<file path="src/rtl/spi_counter_rx.sv">
// SPI mode-0 responder: receives {header, counter} frames, presents the payload
// and echoes the last accepted frame on miso. All pins are oversampled in clk.
module spi_counter_rx #(
  parameter int         FRAME_BITS = 16,
  parameter int         DATA_W     = 14,
  parameter logic [1:0] HEADER     = 2'b10
) (
  input  logic              clk,
  input  logic              reset,
  input  logic              sclk,
  input  logic              mosi,
  input  logic              ss,
  output logic              miso,
  output logic [DATA_W-1:0] o_counter,
  output logic              o_data_valid,
  output logic              o_frame_err,
  output logic              o_busy
);

  localparam int CNT_W = $clog2(FRAME_BITS + 2);
  localparam logic [CNT_W-1:0] CNT_FRAME = CNT_W'(FRAME_BITS);
  localparam logic [CNT_W-1:0] CNT_MAX   = CNT_W'(FRAME_BITS + 1);
  // Bit order of the synchroniser bank: {ss, mosi, sclk}; ss idles high.
  localparam logic [2:0] SYNC_INIT = 3'b100;

  typedef enum logic [1:0] {WAIT_IDLE, IDLE, SHIFT, DONE} state_t;

  logic [2:0] pin_vec;
  logic [2:0] sync_vec;

  assign pin_vec = {ss, mosi, sclk};

  generate
    for (genvar gi = 0; gi < 3; gi++) begin : g_sync
      logic meta_b;
      logic sync_b;
      always_ff @(posedge clk or posedge reset) begin
        if (reset) begin
          meta_b <= SYNC_INIT[gi];
          sync_b <= SYNC_INIT[gi];
        end else begin
          meta_b <= pin_vec[gi];
          sync_b <= meta_b;
        end
      end
      assign sync_vec[gi] = sync_b;
    end
  endgenerate

  logic sclk_sync, mosi_sync, ss_sync;
  assign sclk_sync = sync_vec[0];
  assign mosi_sync = sync_vec[1];
  assign ss_sync   = sync_vec[2];

  logic sclk_dly_reg, ss_dly_reg;
  logic sclk_rise_reg, sclk_fall_reg, ss_rise_reg, ss_fall_reg;

  // Edge pulses are registered so every pin edge reaches the FSM 3 clk later.
  always_ff @(posedge clk or posedge reset) begin
    if (reset) begin
      sclk_dly_reg  <= 1'b0;
      ss_dly_reg    <= 1'b1;
      sclk_rise_reg <= 1'b0;
      sclk_fall_reg <= 1'b0;
      ss_rise_reg   <= 1'b0;
      ss_fall_reg   <= 1'b0;
    end else begin
      sclk_dly_reg  <= sclk_sync;
      ss_dly_reg    <= ss_sync;
      sclk_rise_reg <= sclk_sync & ~sclk_dly_reg;
      sclk_fall_reg <= ~sclk_sync & sclk_dly_reg;
      ss_rise_reg   <= ss_sync & ~ss_dly_reg;
      ss_fall_reg   <= ~ss_sync & ss_dly_reg;
    end
  end

  state_t                  state_reg, state_next;
  logic [1:0]              settle_reg, settle_next;
  logic [FRAME_BITS-1:0]   tx_sr_reg, tx_sr_next;
  logic [FRAME_BITS-1:0]   rx_sr_reg, rx_sr_next;
  logic [CNT_W-1:0]        bit_cnt_reg, bit_cnt_next;
  logic [DATA_W-1:0]       counter_reg, counter_next;
  logic                    valid_reg, valid_next;
  logic                    err_reg, err_next;
  logic                    busy_reg, busy_next;
  logic                    fall_hold_reg, fall_hold_next;

  always_ff @(posedge clk or posedge reset) begin
    if (reset) begin
      state_reg     <= WAIT_IDLE;
      settle_reg    <= 2'd0;
      tx_sr_reg     <= '0;
      rx_sr_reg     <= '0;
      bit_cnt_reg   <= '0;
      counter_reg   <= '0;
      valid_reg     <= 1'b0;
      err_reg       <= 1'b0;
      busy_reg      <= 1'b0;
      fall_hold_reg <= 1'b0;
    end else begin
      state_reg     <= state_next;
      settle_reg    <= settle_next;
      tx_sr_reg     <= tx_sr_next;
      rx_sr_reg     <= rx_sr_next;
      bit_cnt_reg   <= bit_cnt_next;
      counter_reg   <= counter_next;
      valid_reg     <= valid_next;
      err_reg       <= err_next;
      busy_reg      <= busy_next;
      fall_hold_reg <= fall_hold_next;
    end
  end

  always_comb begin
    state_next     = state_reg;
    settle_next    = settle_reg;
    tx_sr_next     = tx_sr_reg;
    rx_sr_next     = rx_sr_reg;
    bit_cnt_next   = bit_cnt_reg;
    counter_next   = counter_reg;
    valid_next     = 1'b0;
    err_next       = 1'b0;
    fall_hold_next = 1'b0;

    case (state_reg)
      WAIT_IDLE: begin
        // Let the synchronisers flush the pin state seen at reset release
        // before trusting ss, so a frame in progress is never picked up.
        if (settle_reg != 2'd3) begin
          settle_next = settle_reg + 2'd1;
        end else if (ss_sync) begin
          state_next = IDLE;
        end
      end
      IDLE: begin
        if (ss_fall_reg || fall_hold_reg) begin
          tx_sr_next   = {HEADER, counter_reg};
          rx_sr_next   = '0;
          bit_cnt_next = '0;
          state_next   = SHIFT;
        end
      end
      SHIFT: begin
        if (ss_rise_reg) begin
          state_next = DONE;
        end else begin
          if (sclk_rise_reg) begin
            rx_sr_next   = {rx_sr_reg[FRAME_BITS-2:0], mosi_sync};
            bit_cnt_next = (bit_cnt_reg == CNT_MAX) ? bit_cnt_reg : bit_cnt_reg + 1'b1;
          end
          if (sclk_fall_reg) begin
            tx_sr_next = {tx_sr_reg[FRAME_BITS-2:0], 1'b0};
          end
        end
      end
      DONE: begin
        state_next     = IDLE;
        fall_hold_next = ss_fall_reg;
        if (bit_cnt_reg == CNT_FRAME && rx_sr_reg[FRAME_BITS-1 -: 2] == HEADER) begin
          counter_next = rx_sr_reg[DATA_W-1:0];
          valid_next   = 1'b1;
        end else begin
          err_next = 1'b1;
        end
      end
      default: state_next = WAIT_IDLE;
    endcase

    busy_next = (state_next == SHIFT);
  end

  assign miso         = (state_reg == SHIFT) ? tx_sr_reg[FRAME_BITS-1] : 1'b0;
  assign o_counter    = counter_reg;
  assign o_data_valid = valid_reg;
  assign o_frame_err  = err_reg;
  assign o_busy       = busy_reg;

endmodule

</file>
<file path="config.mk">
export PLATFORM = sky130hd
export DESIGN_NAME = spi_counter_rx
export DESIGN_NICKNAME = d
export VERILOG_FILES = /design/src/rtl/spi_counter_rx.sv
export SDC_FILE = /design/constraint.sdc
export NUM_CORES = 1
export LEC_CHECK = 0
export CAP_MARGIN = 30
export CORE_ASPECT_RATIO = 1.2
export CORE_MARGIN = 4
export CORE_UTILIZATION = 45
export DETAILED_ROUTE_END_ITERATION = 7
export SLEW_MARGIN = 40
export SYNTH_ARGS = -nofsm -noshare
export SYNTH_HDL_FRONTEND = slang
export SYNTH_SLANG_ARGS = --single-unit
</file>
<file path="constraint.sdc">
create_clock -name clk -period 3 [get_ports clk]
set_clock_uncertainty 0.15 [all_clocks]
set_input_delay 0.6 -clock clk [delete_from_list [all_inputs] [get_ports clk]]
set_output_delay 0.6 -clock clk [all_outputs]
set_load 0.03 [all_outputs]
</file>
==> reports/qor.txt, run 1 <==
largest net degree at the start of global routing: 35
chip height: 95.2 um
final period utilization: 88.9%
most common cell in the synthesized netlist: dfrtp_1
Clk Latency, worst-skew pair: 0.34 ns
DRC: 0
clock sink count: 71
critical path required time: 2.25 ns
DP Cell Count: 361
Peak supply drop: 346 uV
area leader, netlist: dfrtp_1
status: complete, no violations
DR iter-0 viols: 88
Die X: 80.7 um
final worst slack: 0.333 ns
routed len/inst: 13.3 um
postcts setup bufs: 0
number of global-route vias before repair: 1807
clock root cell: clkbuf_8
Peak Freq: 375 MHz
Antenna diodes: 0
TritonCTS clock tree: built
Vias/cell: 4.95
post-route insts no fill: 377
post-synth top area share: 59.6%
Nets: 299
Pre-antenna DRT Iters: 4
Worst-Margin Slew: 0.626 ns
# hold bufs at CTS: 0
WP depth: 4
Min-Delay Path Depth: 0
critical path class: reg2out
crit-path max FO: 11
Die Area: 0.00769 mm^2
I/O Pins: 23
HP Class: reg2reg
Rows: 31
Remaining Overflow, GRT: 0
final hold vios: 0
Warnings, synthesis: 0
routed wire length: 5.01 mm
P&R area growth vs syn: 16.9%
Mapped Area: 0.00285 mm^2
Critical Path Sink Type: output port
post-synthesis async set-or-reset flop share: 100%
Gate Count Post-Synth: 264
gpl congestion: 0.768
PwrDens: 719 mW/mm^2
Slew Limit Fails: 0
RSZ-0062 raised after global routing: no
DP Worst Slack: 0.678 ns
share of cells above drive strength 1: 15.3%
WP buf/inv: 2
Fin Setup TNS: 0 ns
DP Wirelength: 3.31 mm
slowest stage delay, CP: 0.66 ns
H-tree levels: 3
syn_nets: 273
worst path cell trace: inv_1, nor2_2, and2_1, clkdlybuf4s50_1
number of synthesized flops with an enable pin: 0
Post-synth top cells: 68 x dfrtp_1, 63 x nand2_1, 24 x o21ai_0, 17 x nor2_1, 15 x mux2_2
Initial Utilization: 46.9%
R2R depth: 7
startpoint types: flop
via count: 1866
Core ar.: 0.00609 mm^2
Critical Path AT: 1.92 ns
endpoints failing setup: 0
initial antenna violation count: 0
Tot GR Track Use: 15.2%
Max-Cap Viols: 0
# resized after CTS: 0
Cell variety after synth: 32
final hold slack: 0.200 ns
Slew HR: 58.2%
main area contributors after synthesis: dfrtp_1 60%, nand2_1 8.3%, mux2_2 5.9%
syn_area_per_cell: 10.8 um^2
Yosys reg bits: 71
Lkg Pwr: 1.42 nW
I/O Buffers: 22
clock-pin slew on the worst setup and hold paths: 0.07 ns
first-pass GRT wire length: 8.76 mm
post-layout minimum cycle time: 2.67 ns
Clock Path Buffers: 2
CTS Buf Count: 9
crit path max-delay cell type: clkdlybuf4s50_1
Post-DRT Antenna Nets: 0
register area share after synthesis: 62.4%
Synth Flop Type: dfrtp_1
crit-path leading delay family: buffers and inverters
[cells by family (layout without fill, tap and decap cells)]
kind of cell	count (synthesis)	count (layout)	share of synthesized area (%)
xor+xnor	1	1	0.307
mux	16	16	6.27
simple gates	104	104	15.8
fa+ha+maj	4	4	1.75
compound gates	46	46	9.56
flops	71	71	62.4
buf+inv	22	53	3.90
[metrics by stage]
step / area (um^2) / power [mW] / util, %
4_1_cts: 3340 / 2.43 / 54.8
2_1_floorplan: 2850 / 1.60 / -
3_5_place_dp: 3150 / 1.71 / 51.8
5_1_grt: 3340 / 2.55 / 54.8
6_report: 3340 / 2.40 / 54.8
3_3_place_gp: 3150 / 1.70 / 51.8
[worst register-to-register path: stages, from the launching register on]
cell and delay (ns):
dfrtp_1 0.41, inv_1 0.10, ha_1 0.14, and4b_1 0.19, nand2_1 0.07, nor2_2 0.33, buf_4 0.27, mux2_2 0.35
[report_power, final]
part,internal (mW),switching (mW)
Combinational,0.176,0.298
Clock,0.382,0.337
Sequential,1.11,0.0987
[worst paths after layout]
check / slack [ns] / from / to
min in group asynchronous: 0.48 / reset / bit_cnt_reg[3]
min: 0.20 / g_sync[1].meta_b / g_sync[1].sync_b
min reg2reg: 0.20 / g_sync[1].meta_b / g_sync[1].sync_b
max reg2reg: 0.88 / bit_cnt_reg[0] / o_counter[7]
max: 0.33 / state_reg[1] / miso
max in group asynchronous: 1.56 / reset / tx_sr_reg[5]
[placed cells by master, fill, tap and decap left out, types with 2 or more instances in the layout]
master           instances
a31oi_1                 14
ha_1                     4
or4_1                    2
nor2_1                  16
clkdlybuf4s50_1         22
nor2_2                   2
inv_1                    6
clkbuf_8                 9
clkbuf_1                 3
nand2_1                 63
mux2_2                  15
a21oi_1                  2
dfrtp_1                 68
buf_4                    8
clkinv_2                 2
o21ai_0                 24
dfstp_2                  3
nor2b_1                  4
nand3_1                 11
[final cells by class]
type / instances / area [um^2]
clock buffers: 12 / 135
clock inverters: 4 / 47.5
fillers: 561 / 2750
inverters: 7 / 26.3
multi-input cells: 171 / 965
flip-flops and latches: 71 / 1780
well taps: 82 / 103
repair buffers: 30 / 280
[metal layers]
layer | up-vias | GRT usage (%) | wire [um]
met5 | - | 0 | 0
met4 | 0 | 9.72 | 107
met3 | 10 | 2.74 | 118
met2 | 23 | 21.3 | 2290
met1 | 892 | 21.7 | 2490
li1 | 941 | - | -
No activity file was read; power rests on OpenSTA's default activity.
==> inputs of run 2 (changes only) <==
- CTS_CLUSTER_SIZE: not set -> 30
- SLEW_MARGIN: 40 -> 10
==> results of run 2 <==
Final layout, timing and power as in run 1 (identical DEF).
==> inputs of run 3 (changes only) <==
==> constraint.sdc (replaced) <==
create_clock -name clk -period 3 [get_ports clk]
set_clock_uncertainty 0.15 [all_clocks]
set_input_delay 0.6 -clock clk [delete_from_list [all_inputs] [get_ports clk]]
set_output_delay 0.6 -clock clk [all_outputs]
set_load 0.05 [all_outputs]
==> reports/qor.txt, run 3 (synthesis results as in run 1) <==
CTS Buf Count: 9 (unchanged)
post-layout minimum cycle time: 2.31 ns (-0.360 ns)
Max-Cap Viols: 0 (unchanged)
gpl congestion: 0.731 (-4.8%)
reg2reg setup slack: 1.07 ns (+0.19 ns)
number of global-route vias before repair: 1912 (+5.8%)
routed wire length: 5.22 mm (+4.3%)
share of cells above drive strength 1: 15.9% (+0.68 points)
Clk Latency, worst-skew pair: 0.34 ns (about the same)
clock root cell: clkbuf_8
# hold bufs at CTS: 0 (unchanged)
Remaining Overflow, GRT: 0 (unchanged)
PwrDens: 733 mW/mm^2 (+2.0%)
largest net degree at the start of global routing: 35 (unchanged)
Slew HR: 60.1% (+1.9 points)
post-route insts no fill: 377 (unchanged)
cell area after layout: 0.00335 mm^2 (+0.53%)
Critical Path Sink Type: output port
status: complete, no violations
TritonCTS clock tree: built
final period utilization: 76.9% (-12 points)
DP Wirelength: 3.50 mm (+6.0%)
final hold vios: 0 (unchanged)
# resized after CTS: 0 (unchanged)
I/O Pins: 23 (unchanged)
Clock Path Buffers: 2 (unchanged)
Initial Utilization: 46.9% (unchanged)
Die Area: 0.00769 mm^2 (unchanged)
P&R area growth vs syn: 17.5%
Pre-antenna DRT Iters: 4 (unchanged)
Critical Path AT: 1.56 ns (-0.36 ns)
clock-pin slew on the worst setup and hold paths: 0.07 ns (about the same)
initial antenna violation count: 0 (unchanged)
Antenna diodes: 0 (unchanged)
Post-DRT Antenna Nets: 0 (unchanged)
routed len/inst: 13.8 um (+4.3%)
most common cell after layout, fill and taps aside: dfrtp_1
Slew Limit Fails: 0 (unchanged)
HP Class: reg2reg
Tot GR Track Use: 15.8% (+0.60 points)
via count: 1903 (+2.0%)
clock sink count: 71 (unchanged)
Die X: 80.7 um (unchanged)
Fin Setup TNS: 0 ns (unchanged)
Nets: 299 (unchanged)
DP Cell Count: 361 (unchanged)
Seq. cell area: 0.00178 mm^2 (unchanged)
Worst-Margin Slew: 0.597 ns (-0.0291 ns)
DRC: 0 (unchanged)
area of the multi-input gates: 965 um^2 (unchanged)
RSZ-0062 raised after global routing: no
Lkg Pwr: 1.44 nW (+1.0%)
crit-path max FO: 11 (unchanged)
Peak Freq: 433 MHz (+16%)
chip height: 95.2 um (unchanged)
endpoints failing setup: 0 (unchanged)
commonest non-fill, non-tap cells in the layout: 68 x dfrtp_1, 63 x nand2_1, 24 x o21ai_0
DP Area: 0.00316 mm^2 (+0.32%)
Vias/cell: 5.05 (+2.0%)
first-pass GRT wire length: 9.08 mm (+3.7%)
startpoint types: flop
final hold slack: 0.200 ns (-0.000967 ns)
DR iter-0 viols: 95 (+8.0%)
Peak supply drop: 369 uV (+6.5%)
Rows: 31 (unchanged)
Fill cells: 543 (-3.2%)
critical path required time: 2.25 ns (about the same)
I/O Buffers: 22 (unchanged)
H-tree levels: 3 (unchanged)
Core ar.: 0.00609 mm^2 (unchanged)
postcts setup bufs: 0 (unchanged)
critical path class: reg2out
run 3: power by group:
group          switching (mW)  internal [mW]  total [mW]
combinational           0.326          0.185       0.511
clock                   0.336          0.403       0.739
sequential              0.102           1.11        1.21
run 3: critical path, stage by stage, from the launching register on:
cell	delay [ns]
dfrtp_1	0.54
inv_1	0.17
nor2_2	0.17
and2_1	0.19
buf_12	0.14
run 3: final timing paths:
check | depth (start not counted) | endpoint | from
max reg2reg | 5 | tx_sr_reg[5] | state_reg[1]
min reg2reg | 0 | g_sync[1].sync_b | g_sync[1].meta_b
min | 0 | g_sync[1].sync_b | g_sync[1].meta_b
min in group asynchronous | 2 | g_sync[1].meta_b | reset
max | 4 | miso | state_reg[1]
max in group asynchronous | 3 | rx_sr_reg[3] | reset
run 3: stage by stage:
| stage | util (%) | power, mW | worst slack [ns] |
|---|---|---|---|
| 3_5_place_dp | 52.0 | 1.75 | 1.05 |
| 3_3_place_gp | 52.0 | 1.75 | 1.04 |
| 5_1_grt | 55.1 | 2.62 | 0.587 |
| 6_report | 55.1 | 2.46 | 0.692 |
| 2_1_floorplan | - | 1.62 | 0.458 |
| 4_1_cts | 55.1 | 2.49 | 0.665 |
run 3: routing by layer:
layer | global-route usage [%] | wire [um] | share of wire (%)
met2 | 24.5 | 2500 | 48
met3 | 5.10 | 149 | 2.9
met4 | 7.46 | 113 | 2.2
met1 | 20.1 | 2460 | 47
met5 | 0 | 0 | 0
run 3: area by class of cell:
cell class | instances | area share (%)
clock buffers | 12 | 4.33
clock inverters | 4 | 1.34
inverters | 7 | 0.783
multi-input cells | 171 | 28.8
flip-flops and latches | 71 | 53.1
well taps | 82 | 3.06
repair buffers | 30 | 8.65
